### config.mk
export PLATFORM = sky130hd
export DESIGN_NAME = hub75_row_shifter
export DESIGN_NICKNAME = d
export VERILOG_FILES = /design/src/rtl/hub75_row_shifter.sv
export SDC_FILE = /design/constraint.sdc
export NUM_CORES = 1
export LEC_CHECK = 0
export ABC_AREA = 0
export CAP_MARGIN = 10
export CORE_UTILIZATION = 30
export DETAILED_ROUTE_END_ITERATION = 16
export PLACE_DENSITY = 0.56
export SYNTH_ARGS = -nofsm -noshare
export SYNTH_HDL_FRONTEND = slang
export SYNTH_SLANG_ARGS = --single-unit
### constraint.sdc
create_clock -name clk -period 3.65 [get_ports clk]
set_clock_uncertainty 0.1 [all_clocks]
set_input_delay 0.365 -clock clk [delete_from_list [all_inputs] [get_ports clk]]
set_output_delay 0.365 -clock clk [all_outputs]
set_load 0.02 [all_outputs]
### src/rtl/hub75_row_shifter.sv
// HUB75 row shifter: fetches one row of packed pixels from the frame buffer and
// serialises a single bit-plane into the panel RGB shift registers with a divided shift clock.
module hub75_row_shifter #(
  parameter int hpixel_p     = 64,
  parameter int vpixel_p     = 64,
  parameter int bpp_p        = 8,
  parameter int segments_p   = 2,
  parameter int clk_div_wd_p = 8,
  localparam int addr_width_p    = $clog2(hpixel_p * vpixel_p),
  localparam int pix_bit_width_p = $clog2(bpp_p),
  localparam int data_width_p    = segments_p * 3 * bpp_p
) (
  input  logic                       clk,
  input  logic                       rst,
  input  logic [clk_div_wd_p-1:0]    i_clk_div,
  input  logic                       i_tx_start,
  input  logic [addr_width_p-1:0]    i_init_addr,
  input  logic [pix_bit_width_p-1:0] i_pix_bit,
  output logic                       o_tx_ready,
  output logic                       o_tx_done,
  output logic                       o_rd_en,
  output logic [addr_width_p-1:0]    o_rd_addr,
  input  logic [data_width_p-1:0]    i_rd_data,
  output logic                       o_hub_clk,
  output logic [3*segments_p-1:0]    o_hub_rgb
);

  localparam int col_width_p = $clog2(hpixel_p);

  typedef enum logic [2:0] {IDLE, FETCH, LOAD, LOW, HIGH, DONE} state_t;

  state_t                     state_q, state_d;
  logic [col_width_p-1:0]     col_q, col_d;
  logic [clk_div_wd_p-1:0]    div_q, div_d;
  logic [clk_div_wd_p-1:0]    clk_div_q, clk_div_d;
  logic [addr_width_p-1:0]    base_q, base_d;
  logic [pix_bit_width_p-1:0] pix_bit_q, pix_bit_d;
  logic                       tx_ready_q, tx_ready_d;
  logic                       tx_done_q, tx_done_d;
  logic                       rd_en_q, rd_en_d;
  logic [addr_width_p-1:0]    rd_addr_q, rd_addr_d;
  logic                       hub_clk_q, hub_clk_d;
  logic [3*segments_p-1:0]    hub_rgb_q, hub_rgb_d;
  logic [3*segments_p-1:0]    plane_bits;
  logic [bpp_p-1:0]           field;

  // Field f of the read word is channel f = s*3+k; pick the selected bit-plane from each.
  always_comb begin
    plane_bits = '0;
    field      = '0;
    for (int f = 0; f < 3 * segments_p; f++) begin
      field = i_rd_data[f*bpp_p +: bpp_p];
      if (int'(pix_bit_q) < bpp_p) plane_bits[f] = field[pix_bit_q];
    end
  end

  always_comb begin
    state_d   = state_q;
    col_d     = col_q;
    div_d     = div_q;
    clk_div_d = clk_div_q;
    base_d    = base_q;
    pix_bit_d = pix_bit_q;
    rd_addr_d = rd_addr_q;
    hub_rgb_d = hub_rgb_q;
    case (state_q)
      IDLE: begin
        if (i_tx_start) begin
          base_d    = i_init_addr;
          pix_bit_d = i_pix_bit;
          clk_div_d = i_clk_div;
          col_d     = '0;
          state_d   = FETCH;
        end
      end
      FETCH: state_d = LOAD;
      LOAD: begin
        hub_rgb_d = plane_bits;
        // LOAD is the first low cycle, so the low divider resumes at 1.
        if (clk_div_q == '0) begin
          div_d   = '0;
          state_d = HIGH;
        end else begin
          div_d   = clk_div_wd_p'(1);
          state_d = LOW;
        end
      end
      LOW: begin
        if (div_q == clk_div_q) begin
          div_d   = '0;
          state_d = HIGH;
        end else begin
          div_d = div_q + 1'b1;
        end
      end
      HIGH: begin
        if (div_q == clk_div_q) begin
          div_d = '0;
          if (col_q == col_width_p'(hpixel_p - 1)) begin
            state_d = DONE;
          end else begin
            col_d   = col_q + 1'b1;
            state_d = FETCH;
          end
        end else begin
          div_d = div_q + 1'b1;
        end
      end
      DONE:    state_d = IDLE;
      default: state_d = IDLE;
    endcase

    if (state_d == FETCH) rd_addr_d = base_d + addr_width_p'(col_d);
    tx_ready_d = (state_d == IDLE);
    tx_done_d  = (state_d == DONE);
    rd_en_d    = (state_d == FETCH);
    hub_clk_d  = (state_d == HIGH);
  end

  always_ff @(posedge clk or posedge rst) begin
    if (rst) begin
      state_q    <= IDLE;
      col_q      <= '0;
      div_q      <= '0;
      clk_div_q  <= '0;
      base_q     <= '0;
      pix_bit_q  <= '0;
      tx_ready_q <= 1'b1;
      tx_done_q  <= 1'b0;
      rd_en_q    <= 1'b0;
      rd_addr_q  <= '0;
      hub_clk_q  <= 1'b0;
      hub_rgb_q  <= '0;
    end else begin
      state_q    <= state_d;
      col_q      <= col_d;
      div_q      <= div_d;
      clk_div_q  <= clk_div_d;
      base_q     <= base_d;
      pix_bit_q  <= pix_bit_d;
      tx_ready_q <= tx_ready_d;
      tx_done_q  <= tx_done_d;
      rd_en_q    <= rd_en_d;
      rd_addr_q  <= rd_addr_d;
      hub_clk_q  <= hub_clk_d;
      hub_rgb_q  <= hub_rgb_d;
    end
  end

  assign o_tx_ready = tx_ready_q;
  assign o_tx_done  = tx_done_q;
  assign o_rd_en    = rd_en_q;
  assign o_rd_addr  = rd_addr_q;
  assign o_hub_clk  = hub_clk_q;
  assign o_hub_rgb  = hub_rgb_q;

endmodule

# After elaboration in Yosys (flattened, before gate mapping)
# Cells that the tools add are included.
# word_totals
ff_bits	62
elab_cells	58
# op_classes
eq_ne	9
muxes	27
reduce_logical	6
add_sub_neg	3
order_cmp	1
# ops
cell	n
$mux W12	2
$bmux W1 S3	6
$mux W6	3
$pmux W8 S2	1
$mux W3	5
$pmux W3 S5	1
$add A12 B6 Y12	1
$pmux W6 S2	1
$eq A3 B3 Y1 const B	3
$add A8 B1 Y8 const B	1
$eq A8 B8 Y1	1
$logic_not A8 Y1	1
$mux W8	1
$mux W1	7
$add A6 B1 Y6 const B	1
$eq A3 B1 Y1 const B	2
$eq A3 B2 Y1 const B	2
$eq A6 B6 Y1 const B	1
$logic_not A3 Y1	2
$lt A3 B4 Y1 const B	1
$reduce_and A2 Y1	1
$reduce_bool A2 Y1	1
$reduce_or A2 Y1	1

# Longest topological paths before layout
# Gate-level depths: netlist of run 1.
# logic_depth
ltp_word	5
mapped_depth	14
depth_no_buf	12

# Least setup slack after synthesis of run 1
# OpenSTA, ideal clock, no wires.
# synth_path
path_type	flip-flop to flip-flop
startpoint	register div_q[4]
endpoint	register rd_addr_q[6] (netlist: o_rd_addr[6])
setup_time_ps	125
path_slack_ps	350
t_arrival_ps	3076
path_buffers	2
required_ps	3425
path_stages_with_launch	15
cell_sequence	dfrtp_1 -> buf_6 -> xor2_1 -> nor4_2 -> and2_4 -> a31o_4 -> buf_12 -> mux2i_1 -> ha_1 -> fa_1 -> a211oi_1 -> o21ai_0 -> o21ai_0 -> xnor2_1 -> mux2_2
# synth_via
elab_chain_cells	4
word_cells_on_any_way	8
classes_between	add/sub (1); eq/ne (2); mux (5)
# synth_rtl
element	line	rtl
start, declared	34	logic [clk_div_wd_p-1:0] div_q, div_d;
start signal, assigned	137	div_q <= div_d;
$eq A8 B8 Y1 (*)	89, 97	
$mux W3, on equally long branches	97, 89	
$pmux W3 S5 (*)	66	case (state_q)
$eq A3 B1 Y1 (*)	n/a	
named net rd_en_d	40	logic rd_en_q, rd_en_d;
end signal, assigned	144	rd_addr_q <= rd_addr_d;
end, declared	41	logic [addr_width_p-1:0] rd_addr_q, rd_addr_d;
# Mark *: on every way through the listed nets, which the timed path passes. The rest lies on a longest branch.
# A chain may end at the register's enable or synchronous reset.

# Worst setup path in the final report of run 1
# layout_path
startpoint	register div_q[4]
endpoint	register rd_addr_q[10] (netlist: o_rd_addr[10])
# layout_via
elab_chain_cells	4
word_cells_on_any_way	8
classes_between	add/sub (1); eq/ne (2); mux (5)
# layout_rtl
element	line	rtl
$eq A8 B8 Y1	97	if (div_q == clk_div_q) begin
$mux W6	97	
$pmux W6 S2	66	
named net col_d[0]	33	logic [col_width_p-1:0] col_q, col_d;
$add A12 B6 Y12	113	if (state_d == FETCH) rd_addr_d = base_d + addr_width_p'(col_d);
# The timed path passes the listed nets, and every way through them passes these cells.

==> impl_metrics.json, run 1 <==
{
  "status": "finished with violations",
  "failed_checks": "design-rule violations",
  "drc": 1,
  "r2r_start": "div_q[4]$_DFFE_PP0P_",
  "critical_path_buf_inv_count": 0,
  "worst_setup_path_end_kind": "flip-flop",
  "preCtsSetupSlack_ps": 129.1,
  "p_leak_nw": 2.165,
  "hold_class": "reg -> reg",
  "vias": 2961,
  "syn-cell-area_mm2": 0.003595,
  "synthCells": 348,
  "p_int_w": 0.002454,
  "ioPinCount": 96,
  "synth_area_leader_cell": "dfrtp_1",
  "dp_hpwl_um": 7209,
  "combPwrFrac_pct": 46.0,
  "synth_edf_count": 0,
  "finalCritPeriodShare_pct": 92.75,
  "start_kind": "flip-flop",
  "first_pass_iters": 11,
  "yosysSeqAreaShare_pct": 43.20,
  "clkTransAtPathRegs_ps": 50,
  "h-tree-depth": 3,
  "clkPwrFrac_pct": 21.5,
  "hold_violations": 0,
  "cts_made_buffers": 9,
  "core_mm2": 0.01156,
  "finalWirelength_um": 9625,
  "wire_per_inst_um": 16.26,
  "cts_root_buf": "clkbuf_16",
  "port_buffers": 95,
  "antenna_found_initial": 0,
  "finalInstanceArea_mm2": 0.004990,
  "synth_area_per_cell_um2": 10.33,
  "ys_warn_count": 0,
  "cts_setup_buffers": 0,
  "r2r_end": "o_rd_addr[10]$_DFFE_PP0P_",
  "synthArstFlopShare_pct": 100.0,
  "synth-seq-cells": 62,
  "power.density_mw_per_mm2": 784.2,
  "worstPathRequired_ps": 3760,
  "synth_fp_nets": 431,
  "drive_gt1_share_pct": 13.81,
  "synth_area_leaders": "dfrtp_1 42%, nand2_1 7.9%, mux4_2 7.5%, mux2_4 3.3%, ha_1 2.8%",
  "n_fill_cell": 1108,
  "antenna_cells": 0,
  "clk_latency_ps": 330,
  "cpPeakStageDelay_ps": 450,
  "placed_area_mm2": 0.004700,
  "cts_tree": "done",
  "cp_slowest_cell": "dfrtp_1",
  "hold_buffers": 0,
  "first_global_vias": 3045,
  "sw_frac_of_total_pct": 37.28,
  "clk_path_buf_depth": 2,
  "finalSetupViolations": 0,
  "period_needed_ps": 3385,
  "clock-sinks": 62,
  "maxSlewHeadroom_pct": 39.48,
  "clock.fmax_mhz": 295.4,
  "path_delay_family": "simple AND/OR/NAND/NOR gates",
  "start_util_pct": 31.08,
  "dieArea_mm2": 0.01242,
  "routabilityCongestion": 0.7909,
  "r2r_slack_ps": 260,
  "grt_max_degree": 44,
  "pwr-share-seq_pct": 32.5,
  "fp.dieW_um": 111.5,
  "path_cells": "xor2_1 -> nor4_2 -> and2_4 -> nand3_1 -> mux2i_1 -> ha_1 -> fa_1 -> a211oi_1 -> o21ai_1 -> o221ai_1 -> xnor2_1 -> mux2_4",
  "path_class": "reg -> reg",
  "detail_route.vias_per_cell": 5.002,
  "worstPathMaxFanout": 7,
  "grt.total_usage_pct": 16.28,
  "nets": 529,
  "maxCapViolCount": 0,
  "rows": 39,
  "holdPathEnd": "base_q[0]$_DFF_PP0_",
  "ctsResizeCount": 0,
  "power.switching_w": 0.001459,
  "die_h_um": 111.5,
  "drt_iter0_markers": 113,
  "critical_path_arrival_ps": 3490,
  "synth_top_cell_area_share_pct": 42.46,
  "syn_to_final_growth_pct": 38.81,
  "rsz0062_at_grt": "no",
  "ys.flop_type": "dfrtp_1",
  "grt-ovfl-total": 0,
  "tns_ps": 0,
  "hold_depth": 2,
  "drv_slew": 0,
  "worst_slack_ps": 264.7,
  "worstMarginPinSlew_ps": 906.4,
  "yosysUniqueCellTypes": 54,
  "reg2reg_depth": 12,
  "hp-start": "base_q[0]$_DFF_PP0_",
  "vdd_ir_drop_max_v": 0.0003554,
  "grt_pass1_wl_um": 15640,
  "ant_nets": 0
}
## worst max-delay path by stage
| stage | from | to | slack (ps) | depth (start not counted) |
|---|---|---|---|---|
| 2_1_floorplan | div_q[4]$_DFFE_PP0P_ | o_rd_addr[6]$_DFFE_PP0P_ | 350 | 14 |
| 3_5_place_dp | div_q[4]$_DFFE_PP0P_ | o_rd_addr[10]$_DFFE_PP0P_ | 130 | 12 |
| 3_3_place_gp | i_tx_start | o_rd_addr[10]$_DFFE_PP0P_ | 160 | 11 |
| 4_1_cts | div_q[4]$_DFFE_PP0P_ | o_rd_addr[10]$_DFFE_PP0P_ | 110 | 12 |
| 6_report | div_q[4]$_DFFE_PP0P_ | o_rd_addr[10]$_DFFE_PP0P_ | 260 | 12 |
| 5_1_grt | div_q[4]$_DFFE_PP0P_ | o_rd_addr[11]$_DFFE_PP0P_ | 60 | 11 |
## cells by family (layout without fill, tap and decap cells)
group	count (synthesis)	after routing	share of synthesized area, %
DFF	62	62	43.20
muxes	36	36	15.52
buffers and inverters	23	124	3.759
AOI/OAI and AO/OA	56	56	10.58
and+or+nand+nor	144	144	19.21
adders and majority gates	9	9	3.342
xor gates and xnor gates	18	18	4.386
## layer usage
layer / part of all wire (%) / track usage [%] / up-vias
met5: 0 / 0 / -
met4: 1.5 / 5.676 / 0
met3: 4.2 / 4.573 / 10
met2: 48 / 26.21 / 50
met1: 46 / 20.99 / 1454
li1: - / - / 1447
## sequential cells by signal, indices dropped and copies added (netlist names), 3 cells and up
| register | count |
|---|---|
| o_rd_addr | 12 |
| div_q | 8 |
| o_hub_rgb | 6 |
| pix_bit_q | 3 |
| clk_div_q | 8 |
| base_q | 12 |
| state_q | 3 |
| col_q | 6 |
## cell usage in the layout, fill, tap and decap left out, types with 6 or more instances in the layout
| cell type | netlist | routed |
|---|---|---|
| xnor2_1 | 9 | 9 |
| mux4_2 | 12 | 12 |
| clkbuf_16 | 0 | 9 |
| mux2_4 | 8 | 8 |
| mux2_2 | 6 | 6 |
| nor3_1 | 9 | 9 |
| dfrtp_1 | 61 | 61 |
| nand3_1 | 12 | 12 |
| a31oi_1 | 8 | 8 |
| ha_1 | 8 | 8 |
| xor2_1 | 9 | 9 |
| mux2i_1 | 10 | 10 |
| clkdlybuf4s50_1 | 0 | 95 |
| o21ai_0 | 10 | 8 |
| nor2_1 | 18 | 18 |
| nand2_1 | 76 | 76 |
| buf_4 | 1 | 10 |
| a21oi_1 | 14 | 14 |
## through the flow
step,instances,hold WS [ps],power (W),util (%)
after CTS,592,381.2,0.003953,43.15
after global routing,592,400.6,0.004180,43.15
after detailed placement,578,369.9,0.003082,40.64
final,592,378.7,0.003913,43.15
after floorplan,348,344.2,0.002489,-
after global placement,578,361.1,0.003060,40.64
## cell type report
cell class / count / area, um2 / area share, %
clock buffer: 13 / 260.3 / 5.216
clock inverter: 1 / 30.03 / 0.6018
inverter: 4 / 15.01 / 0.3009
multi-input combinational: 263 / 1907 / 38.21
sequential: 62 / 1553 / 31.12
tap: 143 / 178.9 / 3.586
timing repair buffer: 106 / 1046 / 20.96
## Yosys cell counts (3+ instances only)
master / count
mux2i_1: 10
clkbuf_1: 6
a31oi_1: 8
o21ai_0: 10
buf_6: 3
nand3_1: 12
and3_1: 5
dfrtp_1: 61
buf_1: 3
buf_2: 5
xnor2_1: 9
nor2_1: 18
nor3_1: 9
a22o_1: 4
o31ai_1: 3
ha_1: 8
inv_1: 4
nand2b_1: 3
nand2_1: 76
mux4_2: 12
mux2_4: 8
xor2_1: 9
mux2_2: 6
a21oi_1: 14
nand4_1: 4
## worst reg2reg max path, cell delays in order, from the launching register on
cell and delay [ps]:
dfrtp_1 450, xor2_1 180, nor4_2 420, and2_4 240, nand3_1 110, mux2i_1 280, ha_1 260, fa_1 250
a211oi_1 90, o21ai_1 270, o221ai_1 210, xnor2_1 160, mux2_4 250
## power groups by stage
stage                     clock (W)  sequential [W]  combinational, W
after global placement            0         0.00128           0.00178
after global routing       0.000892         0.00132           0.00197
after floorplan                   0         0.00128           0.00121
final                      0.000841         0.00127           0.00180
after detailed placement          0         0.00128           0.00180
after CTS                  0.000863         0.00128           0.00181
(Power assumes the default switching activity.)
==> run 2, diff against run 1 <==
--- a/config.mk
+++ b/config.mk
@@ -7,9 +7,12 @@
 export LEC_CHECK = 0
 export ABC_AREA = 0
 export CAP_MARGIN = 10
+export CELL_PAD_IN_SITES_DETAIL_PLACEMENT = 0
+export CELL_PAD_IN_SITES_GLOBAL_PLACEMENT = 1
 export CORE_UTILIZATION = 30
 export DETAILED_ROUTE_END_ITERATION = 16
-export PLACE_DENSITY = 0.56
+export PLACE_DENSITY = 0.69
 export SYNTH_ARGS = -nofsm -noshare
 export SYNTH_HDL_FRONTEND = slang
 export SYNTH_SLANG_ARGS = --single-unit
+export TNS_END_PERCENT = 30
==> run 2 against run 1 <==
Net effect: the flow still finishes with violations (design-rule violations); critical path depth did not move; count of clock-buffer cells in the layout did not move; fmax rose by 2.4%; non-clock buffer count rose by 5; global-route usage fell by 0.41 points; register-to-register slack improved by 80 ps; die area did not move; flip-flop and latch count did not move; cell count rose by 1.2%; via count rose by 0.24%; largest cell class unchanged.
==> impl_metrics.json, run 2 (synthesis results as in run 1) <==
{
  "worstPathMaxFanout": 5,
  "finalWirelength_um": 9347,
  "routabilityCongestion": 0.8026,
  "start_kind": "flip-flop",
  "finalSetupViolations": 0,
  "wire_per_inst_um": 15.60,
  "seq_area_mm2": 0.001553,
  "critical_path_buf_inv_count": 0,
  "clock.fmax_mhz": 302.4,
  "start_util_pct": 31.08,
  "clkTransAtPathRegs_ps": 50,
  "vdd_ir_drop_max_v": 0.0003665,
  "drive_gt1_share_pct": 15.35,
  "rows": 39,
  "ioPinCount": 96,
  "grt_max_degree": 63,
  "dp_hpwl_um": 7114,
  "nets": 534,
  "core_mm2": 0.01156,
  "hold_violations": 0,
  "maxSlewHeadroom_pct": 45.22,
  "antenna_cells": 0,
  "grt.total_usage_pct": 15.87,
  "h-tree-depth": 3,
  "die_h_um": 111.5,
  "drv_slew": 0,
  "finalCritPeriodShare_pct": 90.60,
  "path_cells": "xor2_1 -> nor4_2 -> and2_4 -> a31o_4 -> mux2i_1 -> ha_1 -> fa_1 -> a211oi_1 -> o21ai_1 -> o21ai_0 -> xnor2_1 -> mux2_2",
  "rsz0062_at_grt": "no",
  "worst_setup_path_end_kind": "flip-flop",
  "cp_slowest_cell": "nor4_2",
  "critical_path_arrival_ps": 3420,
  "ant_nets": 0,
  "hold_depth": 2,
  "p_leak_nw": 2.186,
  "antenna_found_initial": 0,
  "power.density_mw_per_mm2": 774.9,
  "first_pass_iters": 10,
  "layout_commonest_cell": "clkdlybuf4s50_1",
  "dieArea_mm2": 0.01242,
  "period_needed_ps": 3307,
  "clk_path_buf_depth": 2,
  "cts_made_buffers": 9,
  "drc": 4,
  "status": "finished with violations",
  "tns_ps": 0,
  "grt_pass1_wl_um": 15440,
  "grt-ovfl-total": 0,
  "cts_tree": "done",
  "crit_cells": 12,
  "detail_route.vias_per_cell": 4.955,
  "worstMarginPinSlew_ps": 821.7,
  "syn_to_final_growth_pct": 39.44,
  "hold_class": "reg -> reg",
  "vias": 2968,
  "reg2reg_depth": 12,
  "power_w": 0.003884,
  "clock-sinks": 62,
  "cpPeakStageDelay_ps": 430,
  "fp.dieW_um": 111.5,
  "cts_root_buf": "clkbuf_16",
  "path_delay_family": "adder cells",
  "n_fill_cell": 1140,
  "multi_input_area_mm2": 0.001907,
  "worstPathRequired_ps": 3760,
  "layout_common_cells": "95 x clkdlybuf4s50_1, 76 x nand2_1, 61 x dfrtp_1",
  "first_global_vias": 3087,
  "path_class": "reg -> reg",
  "maxCapViolCount": 0,
  "clk_latency_ps": 320,
  "drt_iter0_markers": 107,
  "cts_setup_buffers": 0,
  "port_buffers": 95,
  "failed_checks": "design-rule violations"
}
-- run 2: changes by cell type in the layout (fill, tap and decap cells not counted) --
cell | previous run | this run
buf_12 | 1 | 0
buf_4 | 10 | 16
clkbuf_1 | 2 | 1
bufinv_16 | 1 | 0
clkinvlp_4 | 0 | 1
clkbuf_8 | 2 | 3
clkinv_2 | 0 | 2
-- run 2: through the flow --
step | hold WS, ps | area, um2 | setup WS, ps | utilization (%) | instances
after floorplan | 344.2 | 3595 | 349.7 | - | 348
after global placement | 358.5 | 4725 | 172.5 | 40.85 | 583
after detailed placement | 367.3 | 4725 | 151.4 | 40.85 | 583
after CTS | 380.0 | 5012 | 194.6 | 43.34 | 599
after global routing | 398.5 | 5012 | 72.65 | 43.34 | 599
final | 376.0 | 5012 | 343.1 | 43.34 | 599
-- run 2: what timing repair did --
action | 4_1_cts | 5_1_grt
resized for setup | 0 | 2
endpoints found under the setup margin | 0 | 4
hold buffers | 0 | 0
-- run 2: worst paths after layout --
kind	from	end	slack [ps]
max in group asynchronous	rst	div_q[3]$_DFFE_PP0P_	2400
worst min register to register	base_q[4]$_DFF_PP0_	base_q[4]$_DFF_PP0_	380
worst max register to register	div_q[6]$_DFFE_PP0P_	o_rd_addr[6]$_DFFE_PP0P_	340
worst min-delay path	base_q[4]$_DFF_PP0_	base_q[4]$_DFF_PP0_	380
worst max-delay path	div_q[6]$_DFFE_PP0P_	o_rd_addr[6]$_DFFE_PP0P_	340
min in group asynchronous	rst	o_rd_en$_DFF_PP0_	470
-- run 2: final cells by class --
type | count | share of cell area (%)
Clock buffer | 13 | 5.392
Clock inverter | 3 | 0.3495
Inverter | 4 | 0.2996
Multi-Input combinational cell | 263 | 38.04
Sequential cell | 62 | 30.98
Tap cell | 143 | 3.570
Timing Repair Buffer | 111 | 21.37
-- run 2: layer usage --
layer  track usage (%)  wire (um)  up-vias
met1             21.01       4318     1450
met2             25.42       4550       49
met4             6.126        183        0
met5                 0          0        -
met3             3.430        294       14
li1                  -          -     1455
-- run 2: power by group --
group	internal (W)	switching, W	leakage (nW)
clock	0.000512	0.000294	0.142
sequential	0.000978	0.000292	0.773
combinational	0.000935	0.000874	1.27
total	0.00242	0.00146	2.19
-- run 2: tightest hold or removal path, stage by stage (launching register included) --
cell and delay (ps):
dfrtp_1 320, nand2_1 40, nand2_1 70
==> run 3, diff against run 2 <==
--- a/config.mk
+++ b/config.mk
@@ -10,6 +10,7 @@
 export CELL_PAD_IN_SITES_DETAIL_PLACEMENT = 0
 export CELL_PAD_IN_SITES_GLOBAL_PLACEMENT = 1
 export CORE_UTILIZATION = 30
+export CTS_BUF_LIST = sky130_fd_sc_hd__clkbuf_2
 export DETAILED_ROUTE_END_ITERATION = 16
 export PLACE_DENSITY = 0.69
 export SYNTH_ARGS = -nofsm -noshare
==> run 3 against run 2 <==
Net effect: the flow still finishes with violations (design-rule violations); core utilization decreased by 1.8 points; die area unchanged; critical path depth unchanged; routed wire length decreased by 0.63%; power decreased by 12%; critical path type unchanged; largest cell class unchanged.
==> impl_metrics.json, run 3 (synthesis results as in run 1) <==
{
  "status": "finished with violations",
  "failed_checks": "design-rule violations",
  "vias": 2959,
  "core_mm2": 0.01156,
  "grt_pass1_wl_um": 15290,
  "ant_nets": 0,
  "die_h_um": 111.5,
  "p_int_w": 0.001990,
  "clkPwrFrac_pct": 9.7,
  "hold_depth": 3,
  "hold_violations": 0,
  "routabilityCongestion": 0.8026,
  "clk_latency_ps": 480,
  "reg2reg_depth": 12,
  "clock.fmax_mhz": 292.6,
  "rsz0062_at_grt": "no",
  "detail_route.vias_per_cell": 4.940,
  "worst_slack_ps": 231.9,
  "vdd_ir_drop_max_v": 0.0003553,
  "grt.total_usage_pct": 15.71,
  "p_leak_nw": 2.099,
  "fp.dieW_um": 111.5,
  "grt_max_degree": 63,
  "syn_to_final_growth_pct": 33.62,
  "dp.cells": 583,
  "drt_iter0_markers": 120,
  "worstPathRequired_ps": 3920,
  "cts_root_buf": "clkbuf_2",
  "worst_setup_path_end_kind": "flip-flop",
  "maxSlewHeadroom_pct": 46.39,
  "tns_ps": 0,
  "port_buffers": 95,
  "placed_area_mm2": 0.004725,
  "finalSetupViolations": 0,
  "sw_frac_of_total_pct": 41.48,
  "start_kind": "flip-flop",
  "clkTransAtPathRegs_ps": 180,
  "clock-sinks": 62,
  "critical_path_arrival_ps": 3690,
  "grt-ovfl-total": 0,
  "cts_tree": "done",
  "power.switching_w": 0.001410,
  "h-tree-depth": 3,
  "r2r_end": "o_rd_addr[10]$_DFFE_PP0P_",
  "maxCapViolCount": 0,
  "final_cells": 599,
  "hold_class": "in -> reg",
  "dp_hpwl_um": 7114,
  "power_w": 0.003400,
  "wire_per_inst_um": 15.51,
  "finalWirelength_um": 9288,
  "pwr-share-seq_pct": 37.1,
  "r2r_start": "clk_div_q[6]$_DFFE_PP0P_",
  "period_needed_ps": 3418,
  "nets": 534,
  "drv_slew": 0,
  "holdPathEnd": "clk_div_q[2]$_DFFE_PP0P_",
  "cts_made_buffers": 9,
  "worstMarginPinSlew_ps": 804.1,
  "path_class": "reg -> reg",
  "power.density_mw_per_mm2": 707.8,
  "finalInstanceArea_mm2": 0.004803,
  "first_pass_iters": 10,
  "finalCritPeriodShare_pct": 93.65,
  "drc": 4,
  "r2r_slack_ps": 230,
  "layout_commonest_cell": "clkdlybuf4s50_1",
  "drive_gt1_share_pct": 14.91,
  "layout_common_cells": "95 x clkdlybuf4s50_1, 76 x nand2_1, 61 x dfrtp_1",
  "worstPathMaxFanout": 4,
  "rows": 39,
  "antenna_found_initial": 0,
  "dieArea_mm2": 0.01242,
  "hp-start": "i_clk_div[2]",
  "first_global_vias": 3024,
  "antenna_cells": 0,
  "combPwrFrac_pct": 53.2,
  "clk_path_buf_depth": 2,
  "start_util_pct": 31.08,
  "ioPinCount": 96,
  "preCtsSetupSlack_ps": 151.4
}
==> run 3: worst max-delay path: stages, from the launching register on <==
cell and delay (ps):
dfrtp_1 450, xor2_1 190, nor4_2 430, and2_4 240, nand3_1 120, mux2i_1 230, ha_1 250, fa_1 250
a211oi_1 80, o21ai_0 350, o221ai_1 220, xnor2_1 160, mux2_4 250
==> run 3: area by class of cell <==
| class | instances | area [um2] |
|---|---|---|
| fillers | 1169 | 6761 |
| well taps | 143 | 178.9 |
| inverters | 4 | 15.01 |
| flip-flops and latches | 62 | 1553 |
| repair buffers | 111 | 1071 |
| clock inverters | 6 | 28.78 |
| multi-input cells | 263 | 1907 |
| clock buffers | 10 | 50.05 |
==> run 3: repair_timing <==
| action | in CTS | in global routing |
|---|---|---|
| hold buffers | 0 | 0 |
| buffers inserted | 0 | 0 |
| resized for setup | 0 | 1 |
| endpoints found under the setup margin | 0 | 3 |
==> run 3: worst max path at each step <==
| stage | startpoint | end | slack (ps) | cells after the start |
|---|---|---|---|---|
| global route | clk_div_q[6]$_DFFE_PP0P_ | o_rd_addr[6]$_DFFE_PP0P_ | 2 | 12 |
| floorplan | div_q[4]$_DFFE_PP0P_ | o_rd_addr[6]$_DFFE_PP0P_ | 350 | 14 |
| detailed placement | i_tx_start | o_rd_addr[6]$_DFFE_PP0P_ | 150 | 11 |
| global placement | i_tx_start | o_rd_addr[6]$_DFFE_PP0P_ | 170 | 11 |
| CTS | clk_div_q[6]$_DFFE_PP0P_ | o_rd_addr[10]$_DFFE_PP0P_ | 150 | 12 |
| finish | clk_div_q[6]$_DFFE_PP0P_ | o_rd_addr[10]$_DFFE_PP0P_ | 230 | 12 |
==> run 3: power groups by stage <==
stage | sequential (W) | clock (W) | combinational, W
floorplan | 0.00128 | 0 | 0.00121
global placement | 0.00128 | 0 | 0.00180
CTS | 0.00127 | 0.000350 | 0.00183
detailed placement | 0.00128 | 0 | 0.00182
finish | 0.00126 | 0.000329 | 0.00181
global route | 0.00131 | 0.000382 | 0.00199
==> run 3: routing by layer <==
layer	routed length, um	vias up	share of wire (%)	track usage (%)
met4	76	0	0.82	3.964
met3	294	4	3.2	4.300
met2	4573	48	49	25.37
met1	4345	1457	47	20.85
li1	-	1450	-	-
met5	0	-	0	0
==> run 3: per-stage QoR <==
stage	hold slack [ps]	utilization, %
after detailed placement	367.3	40.85
after global routing	225.8	41.53
final	288.3	41.53
after floorplan	344.2	-
after CTS	223.4	41.53
after global placement	358.5	40.85
